===== src/rtl/alu_bitserial_seq.sv =====
// alu_bitserial_seq: issues one request bit-serially through the 1-bit ALU slice.
// SLT uses two passes: a SUB pass, then one FIX cycle that feeds the set bit into the slice's less input.
module alu_bitserial_seq #(
    parameter int WIDTH = 32
) (
    input  logic             clk,
    input  logic             rst,
    input  logic             req_valid,
    output logic             req_ready,
    input  logic [5:0]       req_funct,
    input  logic [WIDTH-1:0] req_a,
    input  logic [WIDTH-1:0] req_b,
    output logic [5:0]       slice_sel,
    output logic             slice_a,
    output logic             slice_b,
    output logic             slice_binv,
    output logic             slice_cin,
    output logic             slice_less,
    input  logic             slice_out,
    input  logic             slice_cout,
    output logic             rsp_valid,
    input  logic             rsp_ready,
    output logic [WIDTH-1:0] rsp_result,
    output logic             rsp_zero,
    output logic             rsp_ovf,
    output logic             rsp_err
);
    localparam int IW = (WIDTH > 1) ? $clog2(WIDTH) : 1;
    localparam logic [5:0] F_ADD = 6'd32;
    localparam logic [5:0] F_SUB = 6'd34;
    localparam logic [5:0] F_AND = 6'd36;
    localparam logic [5:0] F_OR  = 6'd37;
    localparam logic [5:0] F_SLT = 6'd42;

    typedef enum logic [1:0] {IDLE, RUN, FIX, DONE} state_t;

    state_t           state_q, state_d;
    logic [5:0]       funct_q;
    logic [WIDTH-1:0] a_q, b_q, result_q;
    logic [IW-1:0]    idx_q;
    logic             carry_q, ovf_q, msb_q, err_q;
    logic             supported, arith, sub_op, last;

    assign supported = req_funct inside {F_ADD, F_SUB, F_AND, F_OR, F_SLT};
    assign sub_op    = (funct_q == F_SUB) || (funct_q == F_SLT);
    assign arith     = sub_op || (funct_q == F_ADD);
    assign last      = idx_q == IW'(WIDTH - 1);

    assign rsp_result = result_q;
    assign rsp_ovf    = ovf_q;
    assign rsp_err    = err_q;
    assign rsp_zero   = (state_q == DONE) && (result_q == '0);

    always_comb begin
        state_d    = state_q;
        req_ready  = 1'b0;
        rsp_valid  = 1'b0;
        slice_sel  = 6'd0;
        slice_a    = 1'b0;
        slice_b    = 1'b0;
        slice_binv = 1'b0;
        slice_cin  = 1'b0;
        slice_less = 1'b0;
        case (state_q)
            IDLE: begin
                req_ready = 1'b1;
                if (req_valid) state_d = supported ? RUN : DONE;
            end
            RUN: begin
                slice_sel  = (funct_q == F_SLT) ? F_SUB : funct_q;
                slice_a    = a_q[idx_q];
                slice_b    = b_q[idx_q];
                slice_binv = sub_op;
                slice_cin  = (idx_q == '0) ? sub_op : carry_q;
                if (last) state_d = (funct_q == F_SLT) ? FIX : DONE;
            end
            FIX: begin
                slice_sel  = F_SLT;
                slice_a    = a_q[0];
                slice_b    = b_q[0];
                slice_binv = 1'b1;
                slice_cin  = 1'b1;
                slice_less = msb_q ^ ovf_q;
                state_d    = DONE;
            end
            DONE: begin
                rsp_valid = 1'b1;
                if (rsp_ready) state_d = IDLE;
            end
            default: state_d = IDLE;
        endcase
    end

    always_ff @(posedge clk) begin
        if (rst) begin
            state_q  <= IDLE;
            funct_q  <= '0;
            a_q      <= '0;
            b_q      <= '0;
            result_q <= '0;
            idx_q    <= '0;
            carry_q  <= 1'b0;
            ovf_q    <= 1'b0;
            msb_q    <= 1'b0;
            err_q    <= 1'b0;
        end else begin
            state_q <= state_d;
            case (state_q)
                IDLE: if (req_valid) begin
                    funct_q  <= req_funct;
                    a_q      <= req_a;
                    b_q      <= req_b;
                    idx_q    <= '0;
                    carry_q  <= 1'b0;
                    ovf_q    <= 1'b0;
                    err_q    <= !supported;
                    result_q <= '0;
                end
                RUN: begin
                    result_q[idx_q] <= slice_out;
                    carry_q         <= slice_cout;
                    idx_q           <= idx_q + 1'b1;
                    // SLT keeps the subtract overflow so FIX can correct the sign bit
                    if (last) begin
                        ovf_q <= arith & (slice_cin ^ slice_cout);
                        msb_q <= slice_out;
                    end
                end
                FIX: begin
                    result_q <= {{(WIDTH-1){1'b0}}, slice_out};
                    ovf_q    <= 1'b0;
                end
                default: ;
            endcase
        end
    end
endmodule


===== config.mk =====
export PLATFORM = sky130hd
export DESIGN_NAME = alu_bitserial_seq
export DESIGN_NICKNAME = d
export VERILOG_FILES = /design/src/rtl/alu_bitserial_seq.sv
export SDC_FILE = /design/constraint.sdc
export NUM_CORES = 1
export LEC_CHECK = 0
export BUFFER_PORTS_ARGS = -buffer_cell sky130_fd_sc_hd__buf_4
export CAP_MARGIN = 20
export CORE_ASPECT_RATIO = 1.5
export CORE_MARGIN = 2
export CORE_UTILIZATION = 55
export CTS_CLUSTER_DIAMETER = 150
export DETAILED_ROUTE_END_ITERATION = 7
export PLACE_DENSITY = 0.87
export SLEW_MARGIN = 10
export SYNTH_ARGS = -nofsm -noshare
export SYNTH_HDL_FRONTEND = slang
export SYNTH_SLANG_ARGS = --single-unit

===== constraint.sdc =====
create_clock -name clk -period 3.95 [get_ports clk]
set_input_delay 0.79 -clock clk [delete_from_list [all_inputs] [get_ports clk]]
set_output_delay 0.79 -clock clk [all_outputs]
set_load 0.02 [all_outputs]

==> tab_implementation.tex, run 1 <==
\begin{tabular}{lr}
\hline
Metric & Value \\
\hline
\multicolumn{2}{l}{\textbf{GRT}} \\
\quad Overall routing resource usage & 27.68\% \\
\quad Initial antenna violation count & 0 \\
\quad Maximum number of pins on one net before global-route repair & 91 \\
\quad Global-route wire length before repair & 24070 um \\
\quad Vias in the first global route & 5285 \\
\quad Total gr overflow & 0 \\
\multicolumn{2}{l}{\textbf{Detailed routing}} \\
\quad Post-DR wirelength/cell & 16.51 um \\
\quad First-pass iteration count of the detailed router & 5 \\
\quad DRC & 0 \\
\quad Number of antenna-violating nets in the routed design & 0 \\
\quad Number of DRC markers after the initial detailed-route iteration & 357 \\
\quad Vias per cell & around 5.9 \\
\quad Aggregate routed wire length & roughly 15000 um \\
\quad Via count of the routed design & 5394 \\
\multicolumn{2}{l}{\textbf{Timing}} \\
\quad Max-slew headroom & 30.72\% \\
\quad Final critical path time including I/O delays and setup & $\sim$3.3 ns \\
\quad Unrepaired setup endpoints after global routing & false \\
\quad Post-route fraction of the period consumed by the critical path & 83.94\% \\
\quad Count of pins over their slew limit & 0 \\
\quad Worst Clk Skew & 0.005421 ns \\
\quad Worst hold margin & 0.4543 ns \\
\quad Maximum clock rate & roughly 300 MHz \\
\quad Sum of negative setup slack & 0 ns \\
\quad Final Hold Vio Count & 0 \\
\quad Worst Tran Pin Value & 1.039 ns \\
\quad Fin worst setup slack & 0.6342 ns \\
\quad Final setup fails & 0 \\
\multicolumn{2}{l}{\textbf{Yosys}} \\
\quad Post-synthesis instance area & 5456 sq um \\
\quad Number of enable flip-flop cells after synthesis & 0 \\
\quad Number of different library cells in the post-synthesis netlist & 48 \\
\quad Net count after synthesis & 789 \\
\quad Synthesized instance count & between 700 and 800 \\
\quad Total number of yosys warnings & 0 \\
\quad Area share of the leading cell type in the synthesized netlist & between 40\% and 50\% \\
\quad Register bit count reported by yosys & 113 \\
\quad Syn avg cell area & roughly 7.8 sq um \\
\quad Async S/R FF share, synth & 0\% \\
\quad Area contributors post-synth & sky130\_fd\_sc\_hd\_\_dfxtp\_1 (41\%), sky130\_fd\_sc\_hd\_\_nand2\_1 (13\%), sky130\_fd\_sc\_hd\_\_a21oi\_1 (12\%), sky130\_fd\_sc\_hd\_\_mux2i\_1 (4.8\%), sky130\_fd\_sc\_hd\_\_o21ai\_0 (3.3\%) \\
\quad Most numerous cell in the Yosys netlist & sky130\_fd\_sc\_hd\_\_nand2\_1 \\
\quad Commonest cells in the netlist & sky130\_fd\_sc\_hd\_\_nand2\_1 (189), sky130\_fd\_sc\_hd\_\_a21oi\_1 (135), sky130\_fd\_sc\_hd\_\_dfxtp\_1 (113) \\
\quad Cell type with the highest aggregate area in the netlist & sky130\_fd\_sc\_hd\_\_dfxtp\_1 \\
\quad Sequential-to-total area share from yosys stat & 41.46\% \\
\quad Main synth FF type & sky130\_fd\_sc\_hd\_\_dfxtp\_1 \\
\multicolumn{2}{l}{\textbf{Pwr}} \\
\quad Internal power & 2629 uW \\
\quad Part of the power in the clock network & 36.5\% \\
\quad Static Leak & 0.002712 uW \\
\quad Combinational cell fraction of total power & 28.5\% \\
\quad Register share of total power & 35.0\% \\
\quad Switching share of power & between 30\% and 40\% \\
\quad Reported net switching power & 1355 uW \\
\quad Power density over cell area & roughly 580 nW/um\^{}2 \\
\quad IR Drop Worst-Case VDD & 516.5 uV \\
\multicolumn{2}{l}{\textbf{Layout}} \\
\quad Fillers & 775 \\
\quad Area overhead of the layout relative to synthesis & 24.97\% \\
\quad Storage cell area & 2263 sq um \\
\quad Multi-input gate area in the final layout & 2864 sq um \\
\quad Util after Layout & a little over 70\% \\
\quad Final nets & 873 \\
\quad Post-Layout Cell Count & 913 \\
\quad Share of cells above drive strength 1 & a little over a fifth \\
\quad ANT cells & 0 \\
\multicolumn{2}{l}{\textbf{Floorplanning}} \\
\quad Placeable core region & 9689 sq um \\
\quad Number of primary I/O pins & 124 \\
\quad Die Outline Area & 10750 sq um \\
\quad Site row count & 44 \\
\quad Starting density of the core & between 50\% and 60\% \\
\quad Chip Width & 85.33 um \\
\quad Chip height & 126.0 um \\
\multicolumn{2}{l}{\textbf{Job}} \\
\quad Count of max-cap constraint violations & 0 \\
\multicolumn{2}{l}{\textbf{Critical path}} \\
\quad Worst Path Required & 3.16 ns \\
\quad Largest fanout on the critical path & 25 \\
\quad Startpoint class of the critical path & flip-flop \\
\quad Cells traversed along the worst timing path & buf\_4, mux2i\_1, o221ai\_1, o21ai\_1, a221o\_1, nand4\_1, buf\_4 \\
\quad Launch point of the worst reg-to-reg path & idx\_q[1] \\
\quad R2R depth & 7 \\
\quad Highest-delay cell along the critical path & sky130\_fd\_sc\_hd\_\_dfxtp\_2 \\
\quad Most frequent CP cell & sky130\_fd\_sc\_hd\_\_buf\_4 \\
\quad Reg2Reg Capture Point & state\_q[0] \\
\quad Top Family by Delay on Critical Path & flip-flops \\
\quad Internal reg-to-reg setup slack & approximately 1.2 ns \\
\quad Delay contributed by the slowest stage of the critical path & 0.72 ns \\
\quad Crit path DAT & 2.53 ns \\
\quad Category of the worst setup path capture point & output pin \\
\quad Critical path class & reg2out \\
\quad Number of buffers and inverters on the critical path & 2 \\
\multicolumn{2}{l}{\textbf{CTS}} \\
\quad Root Driver & sky130\_fd\_sc\_hd\_\_clkbuf\_16 \\
\quad Level count of the clock H-tree & 4 \\
\quad Total setup buffers inserted after CTS & 0 \\
\quad Maximum count of clock buffers along a single path & 2 \\
\quad Clock Latency Late Sink & between 0.4 and 0.5 ns \\
\quad Num Clock Sinks & 113 \\
\quad CTS tree & yes \\
\quad Number of buffers added to fix hold violations after cts & 0 \\
\quad TritonCTS buffer count & 17 \\
\quad Clock transition at the registers of the reported paths & 0.05 ns \\
\quad Post-CTS resize count & 0 \\
\multicolumn{2}{l}{\textbf{Min path}} \\
\quad Worst Hold Class & reg2reg \\
\quad Worst hold endpoint & b\_q[12] \\
\quad Worst hold path stage count & 2 \\
\quad Hold path startpoint & b\_q[12] \\
\multicolumn{2}{l}{\textbf{Outcome}} \\
\quad Run status & finished clean \\
\multicolumn{2}{l}{\textbf{Placement}} \\
\quad Worst slack at placement & 1.066 ns \\
\quad Final HPWL from detailed placement & 10350 um \\
\quad Number of buffers added on ports & 123 \\
\quad Number of placed instances with taps included & around 900 \\
\quad Placer Congestion & 0.8716 \\
\hline
\end{tabular}
## flip-flops by register name (all words and copies together), names as in the netlist
signal,cells
a_q,32
b_q,32
carry_q,1
funct_q,6
idx_q,5
msb_q,1
rsp_err,1
rsp_ovf,1
rsp_result,32
state_q,2
## cells in the final DEF, fill, tap and decap left out, drive strengths merged, types with 5 or more instances in the layout
master    n
nand2   189
a21oi   135
buf     128
dfxtp   113
o21ai    38
mux2i    26
clkbuf   22
nor2     16
mux2      9
ha        9
and2      9
nand3     8
o22ai     8
and3      7
nor4      7
nor2b     7
nand4     6
o221ai    6
nand2b    5
clkinv    5
nor3      5
## worst reg2reg max path: cells and delay by family (launching register included)
kind	cells	cell delay, ns
AOI/OAI and AO/OA	2	0.51
adders and majority gates	2	0.75
DFF	1	0.72
and+or+nand+nor	3	0.60
## routing by layer
layer / share of wire, % / global-route usage, % / vias to the layer above
met5: 0 / 0 / -
met4: 2.6 / 12.89 / 0
met3: 5.1 / 5.570 / 34
met2: 55 / 50.97 / 221
met1: 37 / 29.62 / 2526
li1: - / - / 2613
## through the flow
step	instance area, sq um	power [uW]
floorplan	5456	2194
global placement	6240	2453
detailed placement	6240	2500
CTS	6799	3953
global route	6819	4161
finish	6819	3983
## area by class of cell
cell class	count	area share, %
Clock buffer	22	6.954
Clock inverter	7	1.248
Timing Repair Buffer	128	14.28
Sequential cell	113	33.19
Inverter	4	0.2202
Multi-Input combinational cell	524	42.00
Tap cell	115	2.110
## logic make-up (layout without fill, tap and decap cells)
logic type      Yosys count  in the layout  share of synthesized area [%]
fa+ha+maj                 9              9                          2.064
flops                   113            113                          41.46
mux                      35             35                          6.627
simple gates            273            273                          22.79
compound gates          206            206                          20.78
xor+xnor                  1              1                         0.1605
buf+inv                  67            161                          6.122
## power groups by stage
stage	Combinational (uW)	Clock (uW)	Sequential (uW)
after floorplan	825	0	1370
after global placement	1050	0	1400
after detailed placement	1090	0	1410
after CTS	1110	1460	1390
after global routing	1240	1510	1410
final	1140	1450	1390
## worst max path at each step
stage,startpoint,to,slack (ns),depth (start not counted)
detailed placement,idx_q[1],slice_a,1.07,7
finish,idx_q[1],slice_a,0.63,7
global placement,idx_q[1],slice_a,1.13,7
global route,idx_q[2],slice_b,0.46,6
CTS,idx_q[1],slice_a,0.62,7
floorplan,state_q[1],slice_binv,1.39,7
(Power assumes the default switching activity.)
==> inputs of run 2 (changes only) <==
Settings changed: CORE_UTILIZATION 55 to 49, PLACE_DENSITY 0.87 to 0.82.
Clock period 3.95 ns to 2.9 ns, I/O delays scaled along.
==> run 2 against run 1 <==
Effect of this change:
- register-to-register slack got worse by 0.86 ns
- utilization fell by 6.5 points
- setup slack got worse by 0.50 ns
- clock skew rose by 0.0089 ns
- largest cell class unchanged
- combinational power rose by 38%
- critical path depth fell by 1
- clock-buffer cell count rose by 4
==> tab_implementation.tex, run 2 (synthesized netlist as in run 1, its figures left out) <==
\begin{tabular}{lr}
\hline
Metric & Value \\
\hline
\multicolumn{2}{l}{\textbf{Outcome}} \\
\quad Run status & finished clean \\
\multicolumn{2}{l}{\textbf{Layout}} \\
\quad Share of cells above drive strength 1 & 23.09\% (+1.4 points) \\
\quad Area overhead of the layout relative to synthesis & 28.02\% \\
\quad Final nets & 883 (+1.1\%) \\
\quad Commonest non-fill, non-tap cells in the layout & sky130\_fd\_sc\_hd\_\_nand2\_1 (187), sky130\_fd\_sc\_hd\_\_buf\_4 (137), sky130\_fd\_sc\_hd\_\_a21oi\_1 (135), sky130\_fd\_sc\_hd\_\_dfxtp\_1 (110), sky130\_fd\_sc\_hd\_\_o21ai\_0 (36) \\
\quad Non-Filler Cell Area, Final & 6985 sq um (+2.4\%) \\
\quad Most common library cell in the layout ignoring fill and taps & sky130\_fd\_sc\_hd\_\_nand2\_1 \\
\quad ANT cells & 0 (unchanged) \\
\multicolumn{2}{l}{\textbf{GRT}} \\
\quad Vias in the first global route & 5389 (+2.0\%) \\
\quad Overall routing resource usage & 25.67\% (-2.0 points) \\
\quad Global-route wire length before repair & 25120 um (+4.3\%) \\
\quad Maximum number of pins on one net before global-route repair & 73 (-20\%) \\
\quad Initial antenna violation count & 0 (unchanged) \\
\quad Total gr overflow & 0 (unchanged) \\
\multicolumn{2}{l}{\textbf{Floorplanning}} \\
\quad Site row count & 47 (+6.8\%) \\
\quad Starting density of the core & 49.89\% (-6.4 points) \\
\quad Die Outline Area & 12010 sq um (+12\%) \\
\quad Placeable core region & 10940 sq um (+13\%) \\
\quad Number of primary I/O pins & 124 (unchanged) \\
\quad Chip Width & 90.16 um (+5.7\%) \\
\quad Chip height & 133.2 um (+5.8\%) \\
\multicolumn{2}{l}{\textbf{Critical path}} \\
\quad Crit path DAT & 2.18 ns (-0.35 ns) \\
\quad Reg2Reg Capture Point & rsp\_result[13] \\
\quad Largest fanout on the critical path & 9 (-64\%) \\
\quad Highest-delay cell along the critical path & sky130\_fd\_sc\_hd\_\_ha\_1 \\
\quad Top Family by Delay on Critical Path & adder cells \\
\quad Critical path class & reg2out \\
\quad R2R depth & 8 (+1) \\
\quad Category of the worst setup path capture point & output pin \\
\quad Number of buffers and inverters on the critical path & 2 (unchanged) \\
\quad Cells traversed along the worst timing path & inv\_1, ha\_1, and2\_2, nand2\_1, o221ai\_2, buf\_4 \\
\quad Startpoint class of the critical path & flip-flop \\
\quad Delay contributed by the slowest stage of the critical path & 0.45 ns (-0.27 ns) \\
\quad Internal reg-to-reg setup slack & 0.38 ns (-0.86 ns) \\
\quad Launch point of the worst reg-to-reg path & state\_q[0] \\
\quad Worst Path Required & 2.32 ns (-0.84 ns) \\
\multicolumn{2}{l}{\textbf{CTS}} \\
\quad Clock transition at the registers of the reported paths & 0.05 ns (about the same) \\
\quad Root Driver & sky130\_fd\_sc\_hd\_\_clkbuf\_16 \\
\quad Num Clock Sinks & 113 (unchanged) \\
\quad TritonCTS buffer count & 17 (unchanged) \\
\quad Level count of the clock H-tree & 4 (unchanged) \\
\quad Number of buffers added to fix hold violations after cts & 0 (unchanged) \\
\quad Maximum count of clock buffers along a single path & 2 (unchanged) \\
\quad Clock Latency Late Sink & 0.42 ns (about the same) \\
\quad CTS tree & yes \\
\multicolumn{2}{l}{\textbf{Timing}} \\
\quad Final critical path time including I/O delays and setup & 2.764 ns \\
\quad Post-route fraction of the period consumed by the critical path & 95.30\% \\
\quad Max-slew headroom & 47.98\% (+17 points) \\
\quad Unrepaired setup endpoints after global routing & false \\
\quad Count of pins over their slew limit & 0 (unchanged) \\
\quad Sum of negative setup slack & 0 ns (unchanged) \\
\quad Final Hold Vio Count & 0 (unchanged) \\
\quad Worst Tran Pin Value & 0.7722 ns (-0.2671 ns) \\
\quad Final setup fails & 0 (unchanged) \\
\quad Maximum clock rate & around 360 MHz \\
\quad Worst Clk Skew & 0.01437 ns (+0.008945 ns) \\
\multicolumn{2}{l}{\textbf{Job}} \\
\quad Count of max-cap constraint violations & 0 (unchanged) \\
\multicolumn{2}{l}{\textbf{Detailed routing}} \\
\quad DRC & 0 (unchanged) \\
\quad Via count of the routed design & 5326 (-1.3\%) \\
\quad Number of DRC markers after the initial detailed-route iteration & 342 (-4.2\%) \\
\quad Number of antenna-violating nets in the routed design & 0 (unchanged) \\
\quad Aggregate routed wire length & 15140 um (+0.42\%) \\
\quad First-pass iteration count of the detailed router & 6 (+1) \\
\quad Post-DR wirelength/cell & 15.82 um (-4.2\%) \\
\quad Vias per cell & 5.565 (-5.8\%) \\
\multicolumn{2}{l}{\textbf{Pwr}} \\
\quad IR Drop Worst-Case VDD & 466.7 uV (-9.6\%) \\
\quad Total Power & 5572 uW (+40\%) \\
\quad Power density over cell area & 797.7 nW/um\^{}2 (+37\%) \\
\quad Static Leak & 0.002782 uW (+2.6\%) \\
\multicolumn{2}{l}{\textbf{Placement}} \\
\quad Number of buffers added on ports & 123 (unchanged) \\
\quad Cell area after placement & 6345 sq um (+1.7\%) \\
\quad Placer Congestion & 0.9133 (+4.8\%) \\
\quad Final HPWL from detailed placement & 10770 um (+4.0\%) \\
\multicolumn{2}{l}{\textbf{Min path}} \\
\quad Worst hold path stage count & 3 (+1) \\
\quad Worst hold endpoint & b\_q[29] \\
\quad Worst Hold Class & in2reg \\
\quad Hold path startpoint & req\_b[29] \\
\hline
\end{tabular}
==> run 2: changes by cell type in the layout (fill, tap and decap cells not counted), sizes merged <==
cell	change
bufinv	+1
clkbuf	+4
clkinv	-3
buf	+10
==> run 2: worst min-delay path: cells and delay by family <==
family	cells	cell delay, ns
AND/OR/NAND/NOR	1	0.04
AO/OA/AOI/OAI	1	0.05
buffers and inverters	1	0.11
==> run 2: worst max-delay path by stage <==
stage / from / endpoint / cells past startpoint
2_1_floorplan: state_q[1] / slice_binv / 7
3_3_place_gp: state_q[1] / rsp_result[25] / 8
3_5_place_dp: state_q[1] / rsp_result[25] / 8
4_1_cts: idx_q[0] / slice_cin / 5
5_1_grt: state_q[1] / slice_cin / 6
6_report: state_q[0] / slice_cin / 6
==> run 2: power breakdown <==
part	leakage (uW)	switching [uW]	internal, uW	total [uW]
Combinational	0.00157	1020	552	1570
Clock	0.000294	682	1430	2110
Sequential	0.000922	136	1750	1880
==> run 2: timing repair <==
action / 4_1_cts / 5_1_grt
buffers inserted: 0 / 4
endpoints found under the setup margin: 2 / 3
resized for setup: 1 / 5
pin swaps: 0 / 0
==> run 2: metal layers <==
layer  vias to the layer above  GRT usage (%)  part of all wire (%)
met2                       183          48.25                    54
met4                         0          13.68                   3.3
met3                        38          4.581                   4.2
li1                       2629              -                     -
met5                         -              0                     0
met1                      2476          26.90                    38
==> run 2: cell type report <==
cell class / instances / area [sq um]
inverter: 4 / 15.01
sequential: 113 / 2268
clock inverter: 5 / 100.1
tap: 147 / 183.9
multi-input combinational: 524 / 2870
timing repair buffer: 138 / 1049
fill: 937 / 3953
clock buffer: 26 / 499.2
==> run 2: through the flow <==
stage,worst slack [ns],util (%),cells,hold slack (ns)
finish,0.1363,63.86,957,0.4135
global route,0.03902,63.86,957,0.4149
CTS,0.005986,63.51,953,0.4094
detailed placement,0.3701,58.01,922,0.4473
global placement,0.4531,58.01,922,0.4400
floorplan,0.5507,-,704,0.4329
